`src/rtl/repairmb_pkg.sv`:
```
// Shared definitions for the MBINIT REPAIRMB partner sequencer: sideband
// message codes, sequencer state encoding and functional-lane encodings.
package repairmb_pkg;

  typedef enum logic [3:0] {
    MSG_NONE       = 4'd0,
    MSG_START_REQ  = 4'd1,
    MSG_START_RESP = 4'd2,
    MSG_DEG_REQ    = 4'd3,
    MSG_DEG_RESP   = 4'd4,
    MSG_END_REQ    = 4'd5,
    MSG_END_RESP   = 4'd6
  } msg_t;

  typedef enum logic [3:0] {
    ST_IDLE,
    ST_W_START_REQ,
    ST_TX_START_RESP,
    ST_W_DEG_REQ,
    ST_CHECK,
    ST_W_CHECK,
    ST_TX_DEG_RESP,
    ST_W_END_REQ,
    ST_TX_END_RESP,
    ST_DONE,
    ST_ERR
  } state_t;

  localparam logic [1:0] LANES_NONE  = 2'b00;
  localparam logic [1:0] LANES_LOWER = 2'b01;
  localparam logic [1:0] LANES_UPPER = 2'b10;
  localparam logic [1:0] LANES_ALL   = 2'b11;

  function automatic logic is_tx_state(input state_t s);
    return s inside {ST_TX_START_RESP, ST_TX_DEG_RESP, ST_TX_END_RESP};
  endfunction

  // States in which the wait-timeout counter advances.
  function automatic logic is_timed_state(input state_t s);
    return s inside {ST_W_START_REQ, ST_W_DEG_REQ, ST_W_CHECK, ST_W_END_REQ,
                     ST_TX_START_RESP, ST_TX_DEG_RESP, ST_TX_END_RESP};
  endfunction

  function automatic msg_t tx_msg_for(input state_t s);
    case (s)
      ST_TX_START_RESP: return MSG_START_RESP;
      ST_TX_DEG_RESP:   return MSG_DEG_RESP;
      ST_TX_END_RESP:   return MSG_END_RESP;
      default:          return MSG_NONE;
    endcase
  endfunction

endpackage

```
`src/rtl/repairmb_sb_tx_hs.sv`:
```
// Sideband TX valid/ack hold register: a load pulse raises valid with its
// message latched; valid and message drop the cycle after an accepted ack.
module repairmb_sb_tx_hs
  import repairmb_pkg::*;
(
  input  logic       clk,
  input  logic       rst,
  input  logic       clear_i,
  input  logic       load_i,
  input  msg_t       load_msg_i,
  input  logic       ack_i,
  output logic       valid_o,
  output logic [3:0] msg_o
);

  logic valid_q;
  msg_t msg_q;

  always_ff @(posedge clk) begin
    if (rst || clear_i) begin
      valid_q <= 1'b0;
      msg_q   <= MSG_NONE;
    end else if (load_i) begin
      valid_q <= 1'b1;
      msg_q   <= load_msg_i;
    end else if (valid_q && ack_i) begin
      valid_q <= 1'b0;
      msg_q   <= MSG_NONE;
    end
  end

  assign valid_o = valid_q;
  assign msg_o   = msg_q;

endmodule

```
`src/rtl/repairmb_partner_seq.sv`:
```
// Partner-side REPAIRMB sequencer: tracks the START / APPLY_DEGRADE / END
// sideband handshake, drives the lane checker and acts on its verdict.
module repairmb_partner_seq
  import repairmb_pkg::*;
#(
  parameter int TIMEOUT_CYCLES = 16,
  parameter int MAX_REPEATS    = 1,
  parameter int CNT_W          = 24
) (
  input  logic       CLK,
  input  logic       rst,
  input  logic       i_enable,
  input  logic       i_sb_rx_valid,
  input  logic [3:0] i_sb_rx_msg,
  input  logic [1:0] i_sb_rx_lanes,
  input  logic       i_sb_tx_ack,
  input  logic       i_tx_d2c_en,
  input  logic       i_done_check,
  input  logic       i_go_to_repeat,
  input  logic       i_go_to_train_error,
  input  logic       i_continue,
  output logic       o_start_check,
  output logic       o_second_check,
  output logic [1:0] o_functional_lanes,
  output logic       o_tx_d2c_en,
  output logic       o_sb_tx_valid,
  output logic [3:0] o_sb_tx_msg,
  output logic       o_done,
  output logic       o_train_error
);

  localparam int REP_W = $clog2(MAX_REPEATS + 2);
  localparam logic [REP_W-1:0] REP_LIMIT = REP_W'(MAX_REPEATS);
  localparam logic [CNT_W-1:0] CNT_LAST  = CNT_W'(TIMEOUT_CYCLES - 1);

  state_t           state_q, state_d;
  logic [CNT_W-1:0] cnt_q, cnt_d;
  logic [REP_W-1:0] rep_cnt_q, rep_cnt_d, rep_inc;
  logic             rep_flag_q, rep_flag_d;
  logic             second_q, second_d;
  logic [1:0]       lanes_q, lanes_d;
  logic             tx_load_q, tx_load_d;
  msg_t             tx_load_msg_q, tx_load_msg_d;
  logic             start_check_q, done_q, err_q, d2c_q;
  logic             tx_valid, ack_ok, timeout, verdict_ok;

  assign ack_ok     = i_sb_tx_ack && tx_valid;
  assign timeout    = (cnt_q == CNT_LAST);
  assign rep_inc    = rep_cnt_q + REP_W'(1);
  assign verdict_ok = i_done_check && (i_go_to_train_error || i_go_to_repeat || i_continue);

  always_comb begin
    state_d    = state_q;
    rep_cnt_d  = rep_cnt_q;
    rep_flag_d = rep_flag_q;
    second_d   = second_q;
    lanes_d    = lanes_q;
    // Expected events are tested before the timeout so they win a tie.
    case (state_q)
      ST_IDLE: state_d = ST_W_START_REQ;
      ST_W_START_REQ: begin
        if (i_sb_rx_valid && i_sb_rx_msg == MSG_START_REQ) state_d = ST_TX_START_RESP;
        else if (timeout)                                  state_d = ST_ERR;
      end
      ST_TX_START_RESP: begin
        if (ack_ok)       state_d = ST_W_DEG_REQ;
        else if (timeout) state_d = ST_ERR;
      end
      ST_W_DEG_REQ: begin
        if (i_sb_rx_valid && i_sb_rx_msg == MSG_DEG_REQ) begin
          lanes_d = i_sb_rx_lanes;
          state_d = ST_CHECK;
        end else if (timeout) begin
          state_d = ST_ERR;
        end
      end
      ST_CHECK: state_d = ST_W_CHECK;
      ST_W_CHECK: begin
        if (verdict_ok) begin
          if (i_go_to_train_error) begin
            state_d = ST_ERR;
          end else begin
            rep_flag_d = i_go_to_repeat;
            state_d    = ST_TX_DEG_RESP;
          end
        end else if (timeout) begin
          state_d = ST_ERR;
        end
      end
      ST_TX_DEG_RESP: begin
        if (ack_ok) begin
          rep_flag_d = 1'b0;
          if (rep_flag_q) begin
            rep_cnt_d = rep_inc;
            second_d  = 1'b1;
            state_d   = (rep_inc > REP_LIMIT) ? ST_ERR : ST_W_DEG_REQ;
          end else begin
            state_d = ST_W_END_REQ;
          end
        end else if (timeout) begin
          state_d = ST_ERR;
        end
      end
      ST_W_END_REQ: begin
        if (i_sb_rx_valid && i_sb_rx_msg == MSG_END_REQ) state_d = ST_TX_END_RESP;
        else if (timeout)                                state_d = ST_ERR;
      end
      ST_TX_END_RESP: begin
        if (ack_ok)       state_d = ST_DONE;
        else if (timeout) state_d = ST_ERR;
      end
      default: state_d = state_q;
    endcase

    if (state_d != state_q || !is_timed_state(state_q)) cnt_d = '0;
    else                                               cnt_d = cnt_q + CNT_W'(1);

    if (!i_enable) begin
      state_d    = ST_IDLE;
      cnt_d      = '0;
      rep_cnt_d  = '0;
      rep_flag_d = 1'b0;
      second_d   = 1'b0;
      lanes_d    = LANES_NONE;
    end

    tx_load_d     = is_tx_state(state_d) && (state_d != state_q);
    tx_load_msg_d = tx_msg_for(state_d);
  end

  always_ff @(posedge CLK) begin
    if (rst) begin
      state_q       <= ST_IDLE;
      cnt_q         <= '0;
      rep_cnt_q     <= '0;
      rep_flag_q    <= 1'b0;
      second_q      <= 1'b0;
      lanes_q       <= LANES_NONE;
      tx_load_q     <= 1'b0;
      tx_load_msg_q <= MSG_NONE;
      start_check_q <= 1'b0;
      done_q        <= 1'b0;
      err_q         <= 1'b0;
      d2c_q         <= 1'b0;
    end else begin
      state_q       <= state_d;
      cnt_q         <= cnt_d;
      rep_cnt_q     <= rep_cnt_d;
      rep_flag_q    <= rep_flag_d;
      second_q      <= second_d;
      lanes_q       <= lanes_d;
      tx_load_q     <= tx_load_d;
      tx_load_msg_q <= tx_load_msg_d;
      start_check_q <= (state_d == ST_CHECK);
      done_q        <= (state_d == ST_DONE);
      err_q         <= (state_d == ST_ERR);
      d2c_q         <= i_tx_d2c_en;
    end
  end

  repairmb_sb_tx_hs u_tx_hs (
    .clk        (CLK),
    .rst        (rst),
    .clear_i    (!i_enable),
    .load_i     (tx_load_q),
    .load_msg_i (tx_load_msg_q),
    .ack_i      (i_sb_tx_ack),
    .valid_o    (tx_valid),
    .msg_o      (o_sb_tx_msg)
  );

  assign o_sb_tx_valid      = tx_valid;
  assign o_start_check      = start_check_q;
  assign o_second_check     = second_q;
  assign o_functional_lanes = lanes_q;
  assign o_tx_d2c_en        = d2c_q;
  assign o_done             = done_q;
  assign o_train_error      = err_q;

endmodule

```
`config.mk`:
```
export PLATFORM = sky130hd
export DESIGN_NAME = repairmb_partner_seq
export DESIGN_NICKNAME = d
export VERILOG_FILES = /design/src/rtl/repairmb_pkg.sv /design/src/rtl/repairmb_sb_tx_hs.sv /design/src/rtl/repairmb_partner_seq.sv
export SDC_FILE = /design/constraint.sdc
export NUM_CORES = 1
export LEC_CHECK = 0
export BUFFER_PORTS_ARGS = -buffer_cell sky130_fd_sc_hd__buf_2
export CAP_MARGIN = 0
export CORE_ASPECT_RATIO = 0.5
export CORE_UTILIZATION = 57
export CTS_CLUSTER_SIZE = 30
export DETAILED_ROUTE_END_ITERATION = 8
export GPL_ROUTABILITY_DRIVEN = 0
export PLACE_DENSITY = 0.78
export SYNTH_ARGS = -nofsm -noshare
export SYNTH_HDL_FRONTEND = slang
export SYNTH_SLANG_ARGS = --single-unit
```
`constraint.sdc`:
```
create_clock -name CLK -period 2.75 [get_ports CLK]
set_input_delay 0.275 -clock CLK [delete_from_list [all_inputs] [get_ports CLK]]
set_output_delay 0.275 -clock CLK [all_outputs]
set_load 0.05 [all_outputs]
```
==> summary.md, run 1 <==
| Metric | Value |
|---|---|
| Fmax | ~400 MHz |
| Ratio of cells with drive above 1 in the final layout | 0.149 |
| Finished Layout Cells | about 350 |
| CP Launch Point | state_q[2] |
| Tot Pwr | approximately 1.2 mW |
| CP bufs+invs | 0 |
| Reg power frac | 0.537 |
| Slew @ Worst Pin | 0.559 ns |
| FF-to-FF path depth | 7 |
| Period Utilization, post-route | 0.911 |
| Die width | a little over 90 µm |
| # setup viols final | 0 |
| Final nets | between 300 and 400 |
| Die area | approximately 4300 µm² |
| Grt total ovfl | 0 |
| Final Hold Viols | 0 |
| Critical path class | flip-flop to flip-flop |
| Share of the synthesized area in the top cell type | 0.384 |
| Die height | 46.9 µm |
| Most common cell after layout, fill and taps aside | nor2_1 |
| Worst Setup End Kind | flip-flop |
| Most frequent cells in the layout | nor2_1, dfxtp_1, buf_2, nand2_1, nand3_1 |
| Internal power | 0.935 mW |
| Antenna violations before repair | 0 |
| Syn-to-layout area delta | 9.76% |
| Clk sinks | 44 |
| HP Start | rst |
| Worst path slowest cell | dfxtp_1 |
| First-pass GRT wire length | between 7000 and 8000 µm |
| Max-cap viol count | 0 |
| Vias in the first global route | ~1700 |
| Number of stages on the worst setup path | 7 |
| Post-synth cell types | between 50 and 60 |
| Maximum root-to-sink buffer count | 2 |
| Fillcell total | between 300 and 400 |
| Critical Path RT | slightly below 3 ns |
| Hold path cells | 2 |
| Drt drc | 0 |
| Sequential fraction of the synthesis area | 0.384 |
| Total number of vias | 2029 |
| Root buffer cell | clkbuf_8 |
| Area contributors post-synth | dfxtp_1, nor2_1, xor2_1 |
| Status | finished clean |
| Clock Power Share | 0.406 |
| ANT nets after route | 0 |
| Post_cts resized | 0 |
| Core area | 3640 µm² |
| Synth Cell Area | roughly 2300 µm² |
| Mapped Cells | ~280 |
| Post-synthesis async set-or-reset flop share | 0 |
| WHS | 0.165 ns |
| Worst path max stage delay | ~0.62 ns |
| Drt wl/cell | ~13 µm |
| Synth Area per Inst | 8.22 µm² |
| Cell Pwr Density | 475 nW/µm² |
| Peak supply drop | around 0.00037 V |
| Post CTS Setup Buffer Count | 0 |
| Reg clk slew, reported paths | about 0.080 ns |
| Crit path max-delay family | compound AO/OA/AOI/OAI gates |
| Flop-to-flop setup slack | roughly 0.24 ns |
| Clk_skew | roughly 0.0037 ns |
| Tmin final | between 2 and 3 ns |
| Cell taking the most area after synthesis | dfxtp_1 |
| # hold bufs at CTS | 0 |
| Total Routing Usage GR | 0.226 |
| Num ports | 28 |
| Sw frac | 0.219 |
| Net Sw Power | between 0.2 and 0.3 mW |
| CP endpoint | tx_load_q |
| Ant. Diodes | 0 |
| Number of CTS-inserted buffers | 5 |
| Vias per Instance | 5.73 |
| Final core occ | 0.692 |
| Leakage | roughly 0.94 nW |
| WP data arrival | about 2.7 ns |
| Logic pwr share | 0.056 |
| Insertion delay to the later sink of the worst-skew pair | 0.29 ns |
| First-pass DRT Iterations | 4 |
| Final Max Slew Viols | 0 |
| Worst hold path type | input port to flip-flop |
| Largest net degree at the start of global routing | 25 |
| Port bufs | 25 |
| Synth warnings | 0 |
| Dominant synthesized flop cell | dfxtp_1 |
| HPWL Detailed | 3390 µm |
| Rows | 15 |
| Setup_tns | 0 ns |
| CTS tree | built |
| R2r startpoint | state_q[2] |
| Max_slew headroom | 0.624 |
| CP Launch Type | flip-flop |
| RSZ-0062 raised after global routing | no |
| CTS H-Tree Depth | 2 |
| Post-Place Cells | roughly 350 |
| CP Max Fanout | 15 |
| R2r endpoint | tx_load_q |
| Crit-path cells | o311a_1 > a2111oi_0 > a31oi_1 > a2bb2o_1 > nand3_1 > or2_2 > a221oi_1 |
| Initial core utilization | 0.630 |
| #FFs+latches synth | 44 |
| Initial DRC count | 69 |
| Drt total wl | between 4000 and 5000 µm |
| EDFF count, synth | 0 |
[metal layers]
metal / up-vias / wire [µm] / GRT usage
met5: - / 0 / 0
met4: 0 / 30 / 0.0594
met3: 5 / 246 / 0.0583
met2: 56 / 2230 / 0.417
met1: 951 / 2210 / 0.276
li1: 1017 / - / -
[synthesized netlist by cell type, types with 2 or more instances]
cell      instances
a221oi_1          2
nor2_2            3
dfxtp_1          44
clkbuf_1          4
nand3_1          17
o21ai_0           6
xnor2_1          12
nor4_1            6
o21bai_1          2
nand2_1          19
o211ai_1          3
nor2_1           45
or3_1             2
or2_2             2
mux2i_1           2
inv_1             9
a31oi_1           4
buf_6             3
nand2b_1          4
buf_4             4
xor2_1           14
o21ai_1           2
nor2b_1           3
nor3_1           10
nor3b_1           4
and3_1            7
nand4_1           7
a21oi_1          11
and3b_1           2
[cells by family (layout without fill, tap and decap cells)]
family,after synthesis,after routing,share of synthesized area
other cells,1,2,0.00163
buf+inv,22,45,0.0578
flops,44,44,0.384
compound gates,45,45,0.141
mux,2,2,0.00872
fa+ha+maj,1,1,0.00545
xor+xnor,26,26,0.0992
simple gates,138,138,0.303
[flip-flops by register name, summed over array words and instances (netlist names)]
register            count
cnt_q                  24
state_q                 4
o_functional_lanes      2
rep_cnt_q               2
tx_load_msg_q           2
u_tx_hs.msg_o           2
o_done                  1
o_second_check          1
o_start_check           1
o_train_error           1
o_tx_d2c_en             1
rep_flag_q              1
tx_load_q               1
u_tx_hs.valid_o         1
[worst register-to-register path, delay by kind of cell (launching register included)]
kind	cells	cell delay (ns)
flip-flops	1	0.62
AND/OR/NAND/NOR	2	0.57
AO/OA/AOI/OAI	5	1.21
[worst min-delay path by stage]
stage,slack (ns),end
floorplan,0.35,o_tx_d2c_en
global placement,0.44,cnt_q[0]
detailed placement,0.45,cnt_q[0]
CTS,0.16,o_tx_d2c_en
global route,0.15,o_tx_d2c_en
finish,0.16,o_tx_d2c_en
[power groups by stage]
stage               clock network, mW  logic, mW  registers (mW)
finish                          0.486     0.0676           0.643
global route                    0.517     0.0742           0.643
CTS                             0.492     0.0672           0.643
detailed placement                  0     0.0671           0.658
global placement                    0     0.0662           0.658
floorplan                           0     0.0477           0.660
[layout make-up]
type	instances	area (µm²)	area share
Clock buffer	6	72.6	0.0288
Sequential cell	44	881	0.350
Tap cell	51	63.8	0.0253
Inverter	9	33.8	0.0134
Multi-Input combinational cell	214	1280	0.510
Clock inverter	2	35.0	0.0139
Timing Repair Buffer	28	148	0.0586
[stage by stage]
step	setup slack (ns)	cell area, µm²
after global placement	0.388	2410
after CTS	0.305	2520
final	0.244	2520
after floorplan	0.318	2300
after global routing	0.0705	2520
after detailed placement	0.357	2410
Note: power is estimated with default switching activity, not from simulation.
==> run 2: changes to the inputs <==
Settings changed: CORE_ASPECT_RATIO 0.5 to 1.5.
==> summary.md, run 2 (synthesis results as in run 1) <==
| Metric | Value |
|---|---|
| CP Launch Type | flip-flop |
| Fmax | around 420 MHz |
| FF-to-FF path depth | 7 |
| R2r endpoint | tx_load_q |
| Period Utilization, post-route | 0.870 |
| Final worst-path setup slack | 0.359 ns |
| Max_slew headroom | 0.586 |
| Port bufs | 25 |
| Drt total wl | a little under 5000 µm |
| Register area | 881 µm² |
| RSZ-0062 raised after global routing | no |
| Ratio of cells with drive above 1 in the final layout | 0.160 |
| Antenna violations before repair | 0 |
| Post-Place Cells | between 300 and 400 |
| Biggest register | cnt_q |
| Ant. Diodes | 0 |
| Die width | 53.8 µm |
| Post CTS Setup Buffer Count | 0 |
| Finished Layout Cells | about 350 |
| Die height | ~80 µm |
| Initial core utilization | 0.612 |
| Setup_tns | 0 ns |
| Clk_skew | 0.00564 ns |
| Total number of vias | 2038 |
| Tmin final | around 2.4 ns |
| CTS H-Tree Depth | 2 |
| HP Start | rst |
| Most common cell after layout, fill and taps aside | nor2_1 |
| Slew @ Worst Pin | around 0.62 ns |
| Final Hold Viols | 0 |
| CTS tree | built |
| Flop-to-flop setup slack | 0.36 ns |
| Critical Path RT | a little under 3 ns |
| Clk sinks | 44 |
| CP Max Fanout | 10 |
| Most frequent cells in the layout | nor2_1, dfxtp_1, buf_2, nand2_1, nand3_1 |
| Leakage | between 0.9 and 1 nW |
| # hold bufs at CTS | 0 |
| Hold path cells | 2 |
| Status | finished clean |
| Post-DP Area | around 2400 µm² |
| Number of flip-flops in the largest register | 24 |
| R2r startpoint | state_q[1] |
| Post_cts resized | 0 |
| Final nets | between 300 and 400 |
| Reg clk slew, reported paths | around 0.080 ns |
| Worst Setup End Kind | flip-flop |
| Initial DRC count | between 40 and 50 |
| Vias in the first global route | about 1900 |
| Critical path class | flip-flop to flip-flop |
| Hold path endpoint | o_tx_d2c_en |
| Worst hold path type | input port to flip-flop |
| Largest registers | cnt_q: 24 flops, state_q: 4 flops |
| Peak supply drop | a little over 0.0005 V |
| Number of CTS-inserted buffers | 5 |
| Max-cap viol count | 0 |
| Area occupied by multi-input gates | 1280 µm² |
| Maximum root-to-sink buffer count | 2 |
| Die area | between 4000 and 5000 µm² |
| Rows | 27 |
| Fin area | approximately 2500 µm² |
| Num ports | 28 |
| Drt wl/cell | 14.2 µm |
| Largest net degree at the start of global routing | 25 |
| Root buffer cell | clkbuf_8 |
| Pre-CTS WS | roughly 0.32 ns |
| Grt total ovfl | 0 |
| Final Max Slew Viols | 0 |
| First-pass GRT wire length | about 8000 µm |
| # setup viols final | 0 |
| Fillcell total | ~330 |
| Total Routing Usage GR | 0.259 |
| Core area | about 3700 µm² |
| Syn-to-layout area delta | 10.9% |
| ANT nets after route | 0 |
| Vias per Instance | around 5.8 |
| Cell Pwr Density | between 400 and 500 nW/µm² |
| Drt drc | 0 |
| WP data arrival | ~2.6 ns |
| First-pass DRT Iterations | 4 |
| Insertion delay to the later sink of the worst-skew pair | about 0.3 ns |
| HPWL Detailed | approximately 3700 µm |
==> run 2: cell count changes in the layout (fill, tap and decap cells not counted) <==
cell,previous run,this run
clkbuf_8,5,6
clkinv_4,0,1
clkbuf_1,1,0
clkinv_2,1,0
buf_4,3,6
==> run 2: per-layer routing <==
| metal | wire, µm | up-vias | GRT usage |
|---|---|---|---|
| met3 | 163 | 16 | 0.0476 |
| met2 | 2760 | 58 | 0.488 |
| met1 | 1860 | 938 | 0.251 |
| met4 | 174 | 0 | 0.129 |
| met5 | 0 | - | 0 |
| li1 | - | 1026 | - |
==> run 2: through the flow <==
stage | hold slack (ns) | power, mW | util
detailed placement | 0.445 | 0.728 | 0.646
floorplan | 0.347 | 0.708 | -
finish | 0.162 | 1.23 | 0.679
global route | 0.175 | 1.27 | 0.679
CTS | 0.163 | 1.24 | 0.679
global placement | 0.434 | 0.727 | 0.646
==> run 2: final cells by class <==
class / instances / share of cell area
multi-input combinational: 214 / 0.505
sequential: 44 / 0.346
timing repair buffer: 31 / 0.0669
clock buffer: 6 / 0.0324
tap: 43 / 0.0211
clock inverter: 2 / 0.0152
inverter: 9 / 0.0133
==> run 2: worst max-delay path: stages (launching register included) <==
cell and delay [ns]:
dfxtp_1 0.41, nand2b_1 0.27, a2111oi_0 0.51, a31oi_1 0.12
a2bb2o_1 0.36, nand3_1 0.22, nand3_1 0.12, a221oi_1 0.27
==> run 2: worst max path at each step <==
stage,from,end,slack (ns)
6_report,state_q[1],tx_load_q,0.36
5_1_grt,cnt_q[20],tx_load_q,0.10
4_1_cts,cnt_q[0],tx_load_q,0.37
3_5_place_dp,i_go_to_repeat,tx_load_q,0.32
3_3_place_gp,i_go_to_repeat,tx_load_q,0.32
2_1_floorplan,u_tx_hs.valid_o,cnt_q[19],0.32
==> run 2: power by group <==
part / internal [mW] / total, mW / switching [mW]
Sequential: 0.639 / 0.642 / 0.00260
Combinational: 0.0272 / 0.0721 / 0.0449
Clock: 0.297 / 0.518 / 0.221
Total: 0.963 / 1.23 / 0.269
==> run 3: changes to the inputs <==
Settings changed: PLACE_DENSITY 0.78 to 0.8.
==> summary.md, run 3 (synthesis results as in run 1) <==
| Metric | Value |
|---|---|
| Tot Pwr | between 1 and 1.5 mW |
| Die area | about 4300 µm² |
| First-pass GRT wire length | just over 8000 µm |
| Max-cap viol count | 0 |
| Leakage | between 0.9 and 1 nW |
| Drt wl/cell | 14.6 µm |
| Drt drc | 0 |
| Ratio of cells with drive above 1 in the final layout | 0.160 |
| Setup_tns | 0 ns |
| Worst path slowest cell | dfxtp_1 |
| Core area | approximately 3700 µm² |
| Biggest register | cnt_q |
| Final Hold Viols | 0 |
| Worst path max stage delay | between 0.5 and 0.6 ns |
| First-pass DRT Iterations | 4 |
| Vias per Instance | 5.95 |
| Status | finished clean |
| Syn-to-layout area delta | 10.6% |
| # setup viols final | 0 |
| Initial DRC count | 40 |
| Most common cell after layout, fill and taps aside | nor2_1 |
| HP Start | rst |
| Max_slew headroom | 0.577 |
| Slew @ Worst Pin | between 0.6 and 0.7 ns |
| Largest registers | cnt_q: 24 flops, state_q: 4 flops |
| Vias in the first global route | between 2000 and 2500 |
| Period Utilization, post-route | 0.881 |
| Root buffer cell | clkbuf_8 |
| Grt total ovfl | 0 |
| Rows | 27 |
| Flop-to-flop setup slack | between 0.3 and 0.4 ns |
| Post_cts resized | 0 |
| Total Routing Usage GR | 0.264 |
| Ant. Diodes | 0 |
| Hold path cells | 2 |
| Final Max Slew Viols | 0 |
| Drt total wl | 5080 µm |
| HPWL Detailed | roughly 3700 µm |
| Post CTS Setup Buffer Count | 0 |
| Num ports | 28 |
| Die height | roughly 80 µm |
| R2r endpoint | tx_load_msg_q[2] |
| Hold path endpoint | o_tx_d2c_en |
| Maximum root-to-sink buffer count | 2 |
| R2r startpoint | state_q[2] |
| # hold bufs at CTS | 0 |
| CP Launch Type | flip-flop |
| Port bufs | 25 |
| Number of CTS-inserted buffers | 5 |
| Final nets | between 300 and 400 |
| Tmin final | 2.42 ns |
| Fmax | ~410 MHz |
| Clk sinks | 44 |
| Die width | about 54 µm |
| Cell Pwr Density | roughly 480 nW/µm² |
| CP Max Fanout | 8 |
| Largest net degree at the start of global routing | 25 |
| WHS | approximately 0.15 ns |
| Most frequent cells in the layout | nor2_1, dfxtp_1, buf_2, nand2_1, nand3_1 |
| CTS H-Tree Depth | 2 |
| Number of flip-flops in the largest register | 24 |
| Clk_skew | 0.00623 ns |
| FF-to-FF path depth | 7 |
| WP data arrival | ~2.7 ns |
| Initial core utilization | 0.612 |
| Insertion delay to the later sink of the worst-skew pair | about 0.30 ns |
| RSZ-0062 raised after global routing | no |
| Worst hold path type | input port to flip-flop |
| Critical Path RT | 2.98 ns |
| ANT nets after route | 0 |
| CTS tree | built |
| Total number of vias | roughly 2100 |
| Reg clk slew, reported paths | approximately 0.090 ns |
| Worst Setup End Kind | flip-flop |
| Peak supply drop | 0.000439 V |
| Antenna violations before repair | 0 |
| Critical path class | flip-flop to flip-flop |
| Crit-path cells | nor3_1 > a2111oi_0 > a31oi_1 > a22oi_1 > o211ai_1 > or3_1 > a21oi_1 |
run 3: stage by stage:
stage               utilization  instance area [µm²]  setup WS (ns)  instances
floorplan                     -                 2300          0.318        280
global placement          0.646                 2420          0.377        341
detailed placement        0.646                 2420          0.401        341
CTS                       0.677                 2540          0.380        349
global route              0.677                 2540          0.176        349
finish                    0.677                 2540          0.328        349
run 3: area by class of cell:
| class | instances | area [µm²] |
|---|---|---|
| clock buffers | 5 | 68.8 |
| repair buffers | 31 | 170 |
| fillers | 318 | 1210 |
| well taps | 43 | 53.8 |
| inverters | 9 | 33.8 |
| flip-flops and latches | 44 | 881 |
| clock inverters | 3 | 46.3 |
| multi-input cells | 214 | 1280 |
run 3: worst max path at each step:
stage,startpoint,to,slack (ns),depth (start not counted)
finish,state_q[2],tx_load_msg_q[2],0.33,7
floorplan,u_tx_hs.valid_o,cnt_q[19],0.32,9
global placement,i_go_to_repeat,tx_load_q,0.38,8
global route,state_q[2],tx_load_q,0.18,7
detailed placement,i_go_to_repeat,cnt_q[21],0.40,9
CTS,cnt_q[0],tx_load_q,0.38,8
run 3: layer usage:
| metal | GRT usage | up-vias | share of wire |
|---|---|---|---|
| met5 | 0 | - | 0 |
| met4 | 0.150 | 0 | 0.046 |
| met3 | 0.0610 | 25 | 0.039 |
| met2 | 0.493 | 65 | 0.55 |
| met1 | 0.242 | 961 | 0.37 |
| li1 | - | 1027 | - |
run 3: critical path, delay by kind of cell, from the launching register on:
kind	cells	cell delay, ns
AOI/OAI and AO/OA	5	1.24
DFF	1	0.53
and+or+nand+nor	2	0.58
run 3: report_power, final:
part | internal (mW) | switching [mW]
Sequential | 0.639 | 0.00213
Clock | 0.273 | 0.226
Combinational | 0.0273 | 0.0463
Total | 0.940 | 0.274
